==> src/rtl/rx_frame_scheduler.sv <==
// Purpose: drains completed ping-pong RAM banks to one valid/ready byte stream, releasing each bank after its last byte.
// Latency: interrupt at T -> first rd_en at T+2, first byte at T+3; N-byte frame releases its bank at T+4+N.
// Backpressure: reads stay at most 2 bytes ahead of the consumer (skid plus in-flight); out_* hold while !out_ready.
module rx_frame_scheduler #(
  parameter int FRAMECNT = 64,
  parameter int ADDRW    = 6
) (
  input  logic             clk,
  input  logic             resetn,
  input  logic             enable,
  input  logic [1:0]       frame_interrupt,
  input  logic [10:0]      frame_count,
  output logic             rd_en,
  output logic [ADDRW:0]   rd_addr,
  input  logic [7:0]       rd_data,
  output logic             out_valid,
  output logic [7:0]       out_data,
  output logic             out_last,
  input  logic             out_ready,
  output logic [1:0]       bank_release,
  output logic             overrun,
  output logic [7:0]       overrun_cnt,
  output logic             busy
);

  localparam int LENW = ADDRW + 1;

  typedef enum logic [1:0] {S_IDLE, S_READ, S_FLUSH, S_RELEASE} state_t;

  state_t            state, state_n;
  logic [1:0]        pending;
  logic [LENW-1:0]   len_q [2];
  logic              next_bank;
  logic              active;
  logic              active_vld;
  logic [LENW-1:0]   idx;
  logic              inflight;
  logic              inflight_last;
  logic [8:0]        skid0, skid1;
  logic [1:0]        skid_cnt;

  logic [1:0]        drop, capture;
  logic [LENW-1:0]   clamp_len;
  logic [LENW-1:0]   cur_len;
  logic              sel_bank;
  logic              start;
  logic              pop_skid, byp, push;
  logic [8:0]        rd_word;
  logic [8:0]        head;

  // Interrupt qualification: a bank still queued or being drained cannot take a new frame.
  always_comb begin
    drop    = 2'b00;
    capture = 2'b00;
    for (int b = 0; b < 2; b++) begin
      drop[b]    = frame_interrupt[b] && (pending[b] || (active_vld && (active == 1'(b))));
      capture[b] = frame_interrupt[b] && !drop[b];
    end
    clamp_len = (frame_count > 11'(FRAMECNT)) ? LENW'(FRAMECNT) : LENW'(frame_count);
    cur_len   = len_q[active];
    sel_bank  = pending[next_bank] ? next_bank : ~next_bank;
  end

  // Next-state and read strobe; reads are throttled so skid plus in-flight never exceeds 2.
  always_comb begin
    state_n = state;
    rd_en   = 1'b0;
    start   = 1'b0;
    case (state)
      S_IDLE: begin
        if (enable && (pending != 2'b00)) begin
          state_n = S_READ;
          start   = 1'b1;
        end
      end
      S_READ: begin
        if (cur_len == '0) begin
          state_n = S_RELEASE;
        end else if ((idx < cur_len) && (({1'b0, skid_cnt} + {2'b00, inflight}) < 3'd2)) begin
          rd_en = 1'b1;
          if ((idx + LENW'(1)) == cur_len) state_n = S_FLUSH;
        end
      end
      S_FLUSH: begin
        if ((skid_cnt == 2'd0) && !inflight) state_n = S_RELEASE;
      end
      default: state_n = S_IDLE;
    endcase
  end

  // State register.
  always_ff @(posedge clk or negedge resetn) begin
    if (!resetn) state <= S_IDLE;
    else         state <= state_n;
  end

  // Bank bookkeeping: pending flags, clamped lengths, active bank, read index, fairness pointer.
  always_ff @(posedge clk or negedge resetn) begin
    if (!resetn) begin
      pending    <= 2'b00;
      len_q[0]   <= '0;
      len_q[1]   <= '0;
      next_bank  <= 1'b0;
      active     <= 1'b0;
      active_vld <= 1'b0;
      idx        <= '0;
    end else begin
      for (int b = 0; b < 2; b++) begin
        if (capture[b]) begin
          pending[b] <= 1'b1;
          len_q[b]   <= clamp_len;
        end
      end
      if (start) begin
        pending[sel_bank] <= 1'b0;
        active            <= sel_bank;
        active_vld        <= 1'b1;
        idx               <= '0;
      end else if (rd_en) begin
        idx <= idx + LENW'(1);
      end
      if (state == S_RELEASE) begin
        next_bank  <= ~active;
        active     <= 1'b0;
        active_vld <= 1'b0;
      end
    end
  end

  // Returning RAM byte bypasses straight to the output when the skid is empty and the consumer is ready.
  always_comb begin
    rd_word  = {inflight_last, rd_data};
    pop_skid = (skid_cnt != 2'd0) && out_ready;
    byp      = inflight && (skid_cnt == 2'd0) && out_ready;
    push     = inflight && !byp;
    if (skid_cnt != 2'd0) head = skid0;
    else if (inflight)    head = rd_word;
    else                  head = 9'd0;
  end

  // Read pipeline tracking and 2-entry skid buffer (skid0 is the head).
  always_ff @(posedge clk or negedge resetn) begin
    if (!resetn) begin
      inflight      <= 1'b0;
      inflight_last <= 1'b0;
      skid0         <= 9'd0;
      skid1         <= 9'd0;
      skid_cnt      <= 2'd0;
    end else begin
      inflight      <= rd_en;
      inflight_last <= rd_en && ((idx + LENW'(1)) == cur_len);
      case ({push, pop_skid})
        2'b11: begin
          if (skid_cnt == 2'd1) begin
            skid0 <= rd_word;
          end else begin
            skid0 <= skid1;
            skid1 <= rd_word;
          end
        end
        2'b10: begin
          if (skid_cnt == 2'd0) skid0 <= rd_word;
          else                  skid1 <= rd_word;
          skid_cnt <= skid_cnt + 2'd1;
        end
        2'b01: begin
          skid0    <= skid1;
          skid_cnt <= skid_cnt - 2'd1;
        end
        default: ;
      endcase
    end
  end

  // Overrun pulse and saturating counter; a double drop in one cycle counts once.
  always_ff @(posedge clk or negedge resetn) begin
    if (!resetn) begin
      overrun     <= 1'b0;
      overrun_cnt <= 8'd0;
    end else begin
      overrun <= |drop;
      if ((|drop) && (overrun_cnt != 8'hff)) overrun_cnt <= overrun_cnt + 8'd1;
    end
  end

  assign out_valid    = (skid_cnt != 2'd0) || inflight;
  assign out_data     = head[7:0];
  assign out_last     = head[8];
  assign rd_addr      = rd_en ? {active, idx[ADDRW-1:0]} : '0;
  assign bank_release = (state == S_RELEASE) ? (active ? 2'b10 : 2'b01) : 2'b00;
  assign busy         = (state != S_IDLE);

endmodule

==> config.mk <==
export PLATFORM = sky130hd
export DESIGN_NAME = rx_frame_scheduler
export DESIGN_NICKNAME = d
export VERILOG_FILES = /design/src/rtl/rx_frame_scheduler.sv
export SDC_FILE = /design/constraint.sdc
export NUM_CORES = 1
export LEC_CHECK = 0
export ABC_AREA = 1
export ABC_CLOCK_PERIOD_IN_PS = 2950
export CAP_MARGIN = 20
export CORE_ASPECT_RATIO = 0.6
export CORE_MARGIN = 2
export CORE_UTILIZATION = 30
export CTS_CLUSTER_SIZE = 10
export DETAILED_ROUTE_END_ITERATION = 12
export GPL_TIMING_DRIVEN = 0
export PLACE_DENSITY_LB_ADDON = 0.3
export REMOVE_ABC_BUFFERS = 1
export SYNTH_ARGS = -nofsm -noshare
export SYNTH_HDL_FRONTEND = slang
export SYNTH_SLANG_ARGS = --single-unit
==> constraint.sdc <==
create_clock -name clk -period 2.95 [get_ports clk]
set_clock_uncertainty 0.2 [all_clocks]
set_input_delay 0.4425 -clock clk [delete_from_list [all_inputs] [get_ports clk]]
set_output_delay 0.4425 -clock clk [all_outputs]
set_load 0.03 [all_outputs]
==> impl_metrics.toml, run 1 <==
[worst_setup_path]
r2r_cells = 16
critPathArrivalTime_ns = 2.27
critPathKind = "flop to output port"
cp_max_fo = 6
required_ns = 2.31
critPathSlowestCell = "dfrtp_2"
startpoint = "active"
path_cells = "buf_6, nand2_2, nand2_2, ha_4, a21oi_2, o21ai_2, nand2_1, nand2_2, nor2_4, nand2_4, nor2_2, buf_6"
critPathLaunchType = "flop"
max_stage_delay_ns = 0.49
reg2reg_from = "active"
path_common_cell = "nand2_2"
end_kind = "output port"

[floorplanning]
die_area_mm2 = 0.0121
die_x_um = 141
core-area_mm2 = 0.0107
io_pins = 55
die_y_um = 86.1
start_util = 0.314
fp-row-count = 29

[grt]
grt_pass1_vias = 2703
grt_pass1_wl_mm = 13.2
overflow = 0
antenna_found_initial = 0
grt_usage = 0.138
grt_max_degree = 33

[timing]
worst_pin_slew_ns = 1.04
setup_viol = 0
drv_slew = 0
finalCriticalPeriod_ns = 2.91
max_freq_mhz = 343
rsz0062_at_grt = "true"
hold_viol = 0
relSlewSlack = 0.305
post-route-period-util = 0.988

[yosys]
synthFlopType = "dfrtp_1"
synth_edf_count = 0
async_flop_share = 1.00
ys_types = 36
syn_area_per_cell_um2 = 7.64
syn_area_mm2 = 0.00337
ys_ff_latch = 59
ys_seq_area_frac = 0.438
ys_warn_count = 0
syn_inst = 441

[drt]
drt_iter0_markers = 241
drc = 0
wl_per_cell_um = 12.5
drtAntennaViolNets = 0
dr_total_vias = 3010
via_per_inst = 4.57
drtPass1Iterations = 4
totalWireLength_mm = 8.23

[cts]
clkLatencyLatePin_ns = 0.33
cts_tree = "built"
cts_made_buffers = 9
clk_pin_slew_ns = 0.05
clkSinkCount = 59
clk_path_buf_depth = 2
cts_root_buffer = "clkbuf_16"
htreeDepth = 3

[cells_and_area]
mostFrequentLayoutCell = "nand2_1"
area_delta_synth_final_pct = 39.8
fin_area_mm2 = 0.00471
final_nets = 555
final_cell_mix = "105 x nand2_1, 58 x dfrtp_1, 56 x inv_1"
drive_above_1_share = 0.177
antenna_cells = 0

[power_and_ir_drop]
combPwrFrac = 0.522
max-vdd-ir-drop_mv = 0.676
leakagePower_nw = 2.29
p_sw_w = 0.00223
p_per_area_mw_per_mm2 = 1090
p_seq_frac = 0.268
internal-power_w = 0.00290
power_w = 0.00512
p_clk_frac = 0.209
sw_frac_of_total = 0.435

[hold_path]
holdPathStages = 2
min-delay-start = "skid1[5]"
hp-class = "flop to flop"

[job]
maxCapViolCount = 0

[outcome]
outcome = "finished, final reports clean"

[placement]
dp_hpwl_mm = 5.89
port_buffers = 54
routabilityCongestion = 0.798
postPlaceCellArea_mm2 = 0.00404
power by group through the flow:
| stage | Combinational [W] | Clock, W | Sequential, W |
|---|---|---|---|
| 2_1_floorplan | 0.00143 | 0 | 0.00143 |
| 3_3_place_gp | 0.00223 | 0 | 0.00137 |
| 3_5_place_dp | 0.00227 | 0 | 0.00137 |
| 4_1_cts | 0.00250 | 0.00110 | 0.00137 |
| 5_1_grt | 0.00294 | 0.00114 | 0.00142 |
| 6_report | 0.00268 | 0.00107 | 0.00137 |
critical path: cells and delay by family, from the launching register on:
kind                     cells  cell delay, ns
buffers and inverters        2            0.31
flip-flops                   1            0.49
adder cells (fa/ha/maj)      1            0.23
AND/OR/NAND/NOR              7            0.70
AO/OA/AOI/OAI                2            0.20
synth_stat cells (all sizes together), types with 2 or more instances:
library cell / number / area share
o21ai: 48 / 0.073
nand4: 3 / 0.0056
nor3: 2 / 0.0059
a21oi: 16 / 0.024
xnor2: 4 / 0.010
ha: 16 / 0.059
nand3: 25 / 0.037
dfrtp: 59 / 0.44
nand2: 119 / 0.13
inv: 60 / 0.068
xor2: 4 / 0.010
buf: 7 / 0.017
mux2: 4 / 0.013
clkbuf: 2 / 0.0022
nor2: 59 / 0.069
sequential cells by signal (all words and copies together), names as in the netlist, 2 cells and up:
signal / flops
skid_cnt: 2
pending: 2
skid1: 9
skid0: 9
len_q: 14
idx: 7
overrun_cnt: 8
state: 2
metrics by stage:
step                      instances  setup TNS (ns)  worst slack, ns   util  hold slack (ns)
final                           658               0           0.0358  0.439            0.286
after global routing            658          -0.331          -0.0537  0.439            0.304
after CTS                       650               0         0.000495  0.419            0.290
after detailed placement        626           -5.64           -0.727  0.376            0.277
after global placement          625          -44.82           -0.729  0.374            0.266
after floorplan                 432               0           0.0792      -          -0.0531
logic make-up after synthesis:
kind of cell,synth area share
adder cells (fa/ha/maj),0.0594
multiplexers,0.0134
XOR/XNOR,0.0208
buffers and inverters,0.0880
AO/OA/AOI/OAI,0.122
flip-flops,0.438
AND/OR/NAND/NOR,0.258
metal layers:
layer  GRT usage  wire, um
met4      0.0327        34
met2       0.189      3380
met5           0         0
met3      0.0396       489
met1       0.211      4320
path summary, 6_finish.rpt:
kind,endpoint,slack (ns)
worst max-delay path,rd_addr[2],0.04
worst min-delay path,skid1[5],0.29
worst max register to register,idx[0],0.22
worst min register to register,skid1[5],0.29
max in group asynchronous,inflight,1.46
min in group asynchronous,overrun_cnt[7],0.49
timing repair:
item	in CTS	in global routing
buffers inserted	6	8
pin swaps	8	15
gates resized for setup	73	39
hold endpoints to repair	27	0
hold buffers	1	0
endpoints found under the setup margin	8	18
cloned	1	0
cell type report:
cell class	count	area, um^2
timing repair buffer	70	702
clock buffer	12	267
multi-input combinational	313	1800
inverter	61	240
fill	1050	6030
tap	139	174
sequential	59	1480
clock inverter	4	47.5
Power figures use the tool's default switching activity.
==> run 2: changes to the inputs <==
--- a/config.mk
+++ b/config.mk
@@ -13,6 +13,7 @@
 export CORE_UTILIZATION = 30
 export CTS_CLUSTER_SIZE = 10
 export DETAILED_ROUTE_END_ITERATION = 12
+export GPL_ROUTABILITY_DRIVEN = 0
 export GPL_TIMING_DRIVEN = 0
 export PLACE_DENSITY_LB_ADDON = 0.3
 export REMOVE_ABC_BUFFERS = 1
==> results of run 2 <==
No change in the layout: final DEF, timing and power equal those of run 1.
==> run 3: changes to the inputs <==
--- a/config.mk
+++ b/config.mk
@@ -10,7 +10,7 @@
 export CAP_MARGIN = 20
 export CORE_ASPECT_RATIO = 0.6
 export CORE_MARGIN = 2
-export CORE_UTILIZATION = 30
+export CORE_UTILIZATION = 54
 export CTS_CLUSTER_SIZE = 10
 export DETAILED_ROUTE_END_ITERATION = 12
 export GPL_ROUTABILITY_DRIVEN = 0
==> run 3 against run 2 <==
Total power decreased by 7.4%. Count of clock-buffer cells in the layout unchanged. Register-to-register slack improved by 0.11 ns. Die area fell by 43%. Final area down 5.0%. Combinational power about the same. Largest power group unchanged.
==> impl_metrics.toml, run 3 (synthesis gave the netlist of run 1 again) <==
[outcome]
outcome = "finished, final reports clean"

[cells_and_area]
final_cell_count_no_fill = 601
drive_above_1_share = 0.157
largest_reg_flops = 14
final_cell_mix = "107 x nand2_1, 58 x dfrtp_1, 57 x inv_1"
regMostFlops = "len_q"
utilization = 0.736
mostFrequentLayoutCell = "nand2_1"
area_delta_synth_final_pct = 32.8
reg.largest.list = "len_q (14), skid0 (9), skid1 (9)"
antenna_cells = 0
final_nets = 554
fillers = 491

[worst_setup_path]
path_delay_family = "simple AND/OR/NAND/NOR gates"
end_kind = "output port"
critPathLaunchType = "flop"
critPathBufInv = 2
max_stage_delay_ns = 0.49
cp_max_fo = 8
critPathKind = "flop to output port"
path_cells = "buf_8, o21ai_4, ha_4, nand2_4, a21oi_2, nor2_1, nand2_2, nor2_4, nand2_4, nor2_1, buf_4"
critPathArrivalTime_ns = 2.27
rrSetupSlack_ns = 0.33
critPathSlowestCell = "dfrtp_2"
reg2reg_from = "active"
required_ns = 2.31
startpoint = "active"

[timing]
rsz0062_at_grt = "true"
post-route-period-util = 0.988
drv_slew = 0
relSlewSlack = 0.457
worst_pin_slew_ns = 0.812
setup_viol = 0
hold_viol = 0
finalCriticalPeriod_ns = 2.91
max_freq_mhz = 343

[floorplanning]
fp-row-count = 22
start_util = 0.554
io_pins = 55
die_y_um = 65.2
die_x_um = 106
core-area_mm2 = 0.00608
die_area_mm2 = 0.00691

[power_and_ir_drop]
max-vdd-ir-drop_mv = 0.558
p_per_area_mw_per_mm2 = 1060
leakagePower_nw = 2.28

[job]
maxCapViolCount = 0

[cts]
cts_made_buffers = 9
clk_path_buf_depth = 2
clkLatencyLatePin_ns = 0.34
cts_tree = "built"
clk_pin_slew_ns = 0.07
cts_root_buffer = "clkbuf_8"
clkSinkCount = 59
htreeDepth = 3

[hold_path]
min-delay-start = "skid1[6]"
hp-class = "flop to flop"

[drt]
via_per_inst = 5.21
wl_per_cell_um = 13.6
dr_total_vias = 3134
drtAntennaViolNets = 0
drt_iter0_markers = 163
drtPass1Iterations = 5
totalWireLength_mm = 8.19
drc = 0

[grt]
overflow = 0
antenna_found_initial = 0
grt_usage = 0.262
grt_max_degree = 36
grt_pass1_vias = 2916
grt_pass1_wl_mm = 13.8

[placement]
dpl.cell_count = 571
dp_hpwl_mm = 5.68
port_buffers = 54
-- run 3: power by group --
group,switching [W],internal [W]
clock,0.000311,0.000384
combinational,0.00163,0.00105
sequential,0.000252,0.00111
-- run 3: tightest hold or removal path: cells and delay by family (launching register included) --
kind	cells	cell delay (ns)
flip-flops	1	0.35
AND/OR/NAND/NOR	1	0.05
AO/OA/AOI/OAI	1	0.05
-- run 3: final timing paths --
path | cells past startpoint | to
max in group asynchronous | 3 | active
min in group asynchronous | 2 | idx[0]
worst max register to register | 15 | idx[5]
worst min register to register | 2 | skid1[6]
worst max-delay path | 11 | rd_addr[0]
worst min-delay path | 2 | skid1[6]
-- run 3: per-stage QoR --
step | instance area (um^2) | setup WS [ns] | hold slack, ns | total power [W] | setup TNS [ns]
floorplan | 3310 | 0.0792 | -0.0531 | 0.00285 | 0
global placement | 3950 | -0.713 | 0.264 | 0.00354 | -41.07
detailed placement | 3970 | -0.741 | 0.270 | 0.00365 | -5.66
CTS | 4360 | 0.00157 | 0.290 | 0.00463 | 0
global route | 4480 | -0.0828 | 0.324 | 0.00510 | -0.512
finish | 4480 | 0.0352 | 0.287 | 0.00474 | 0
-- run 3: layer usage --
metal	vias to the layer above	track usage	part of all wire
met4	0	0.0806	0.021
met3	18	0.0863	0.081
li1	1547	-	-
met2	125	0.406	0.44
met5	-	0	0
met1	1444	0.353	0.46
-- run 3: repair_timing --
action,in CTS,in global routing
endpoints found under the setup margin,8,17
gates resized for setup,82,31
endpoints found under the hold margin,24,0
gates cloned,1,0
pin swaps,13,11
setup buffers,11,1
hold buffers,1,0
-- run 3: final cells by class --
type / count / area (um^2) / share of cell area
Sequential cell: 59 / 1480 / 0.330
Clock inverter: 3 / 40.0 / 0.00894
Tap cell: 84 / 105 / 0.0235
Inverter: 61 / 240 / 0.0537
Timing Repair Buffer: 69 / 701 / 0.157
Clock buffer: 12 / 135 / 0.0302
Multi-Input combinational cell: 313 / 1780 / 0.397
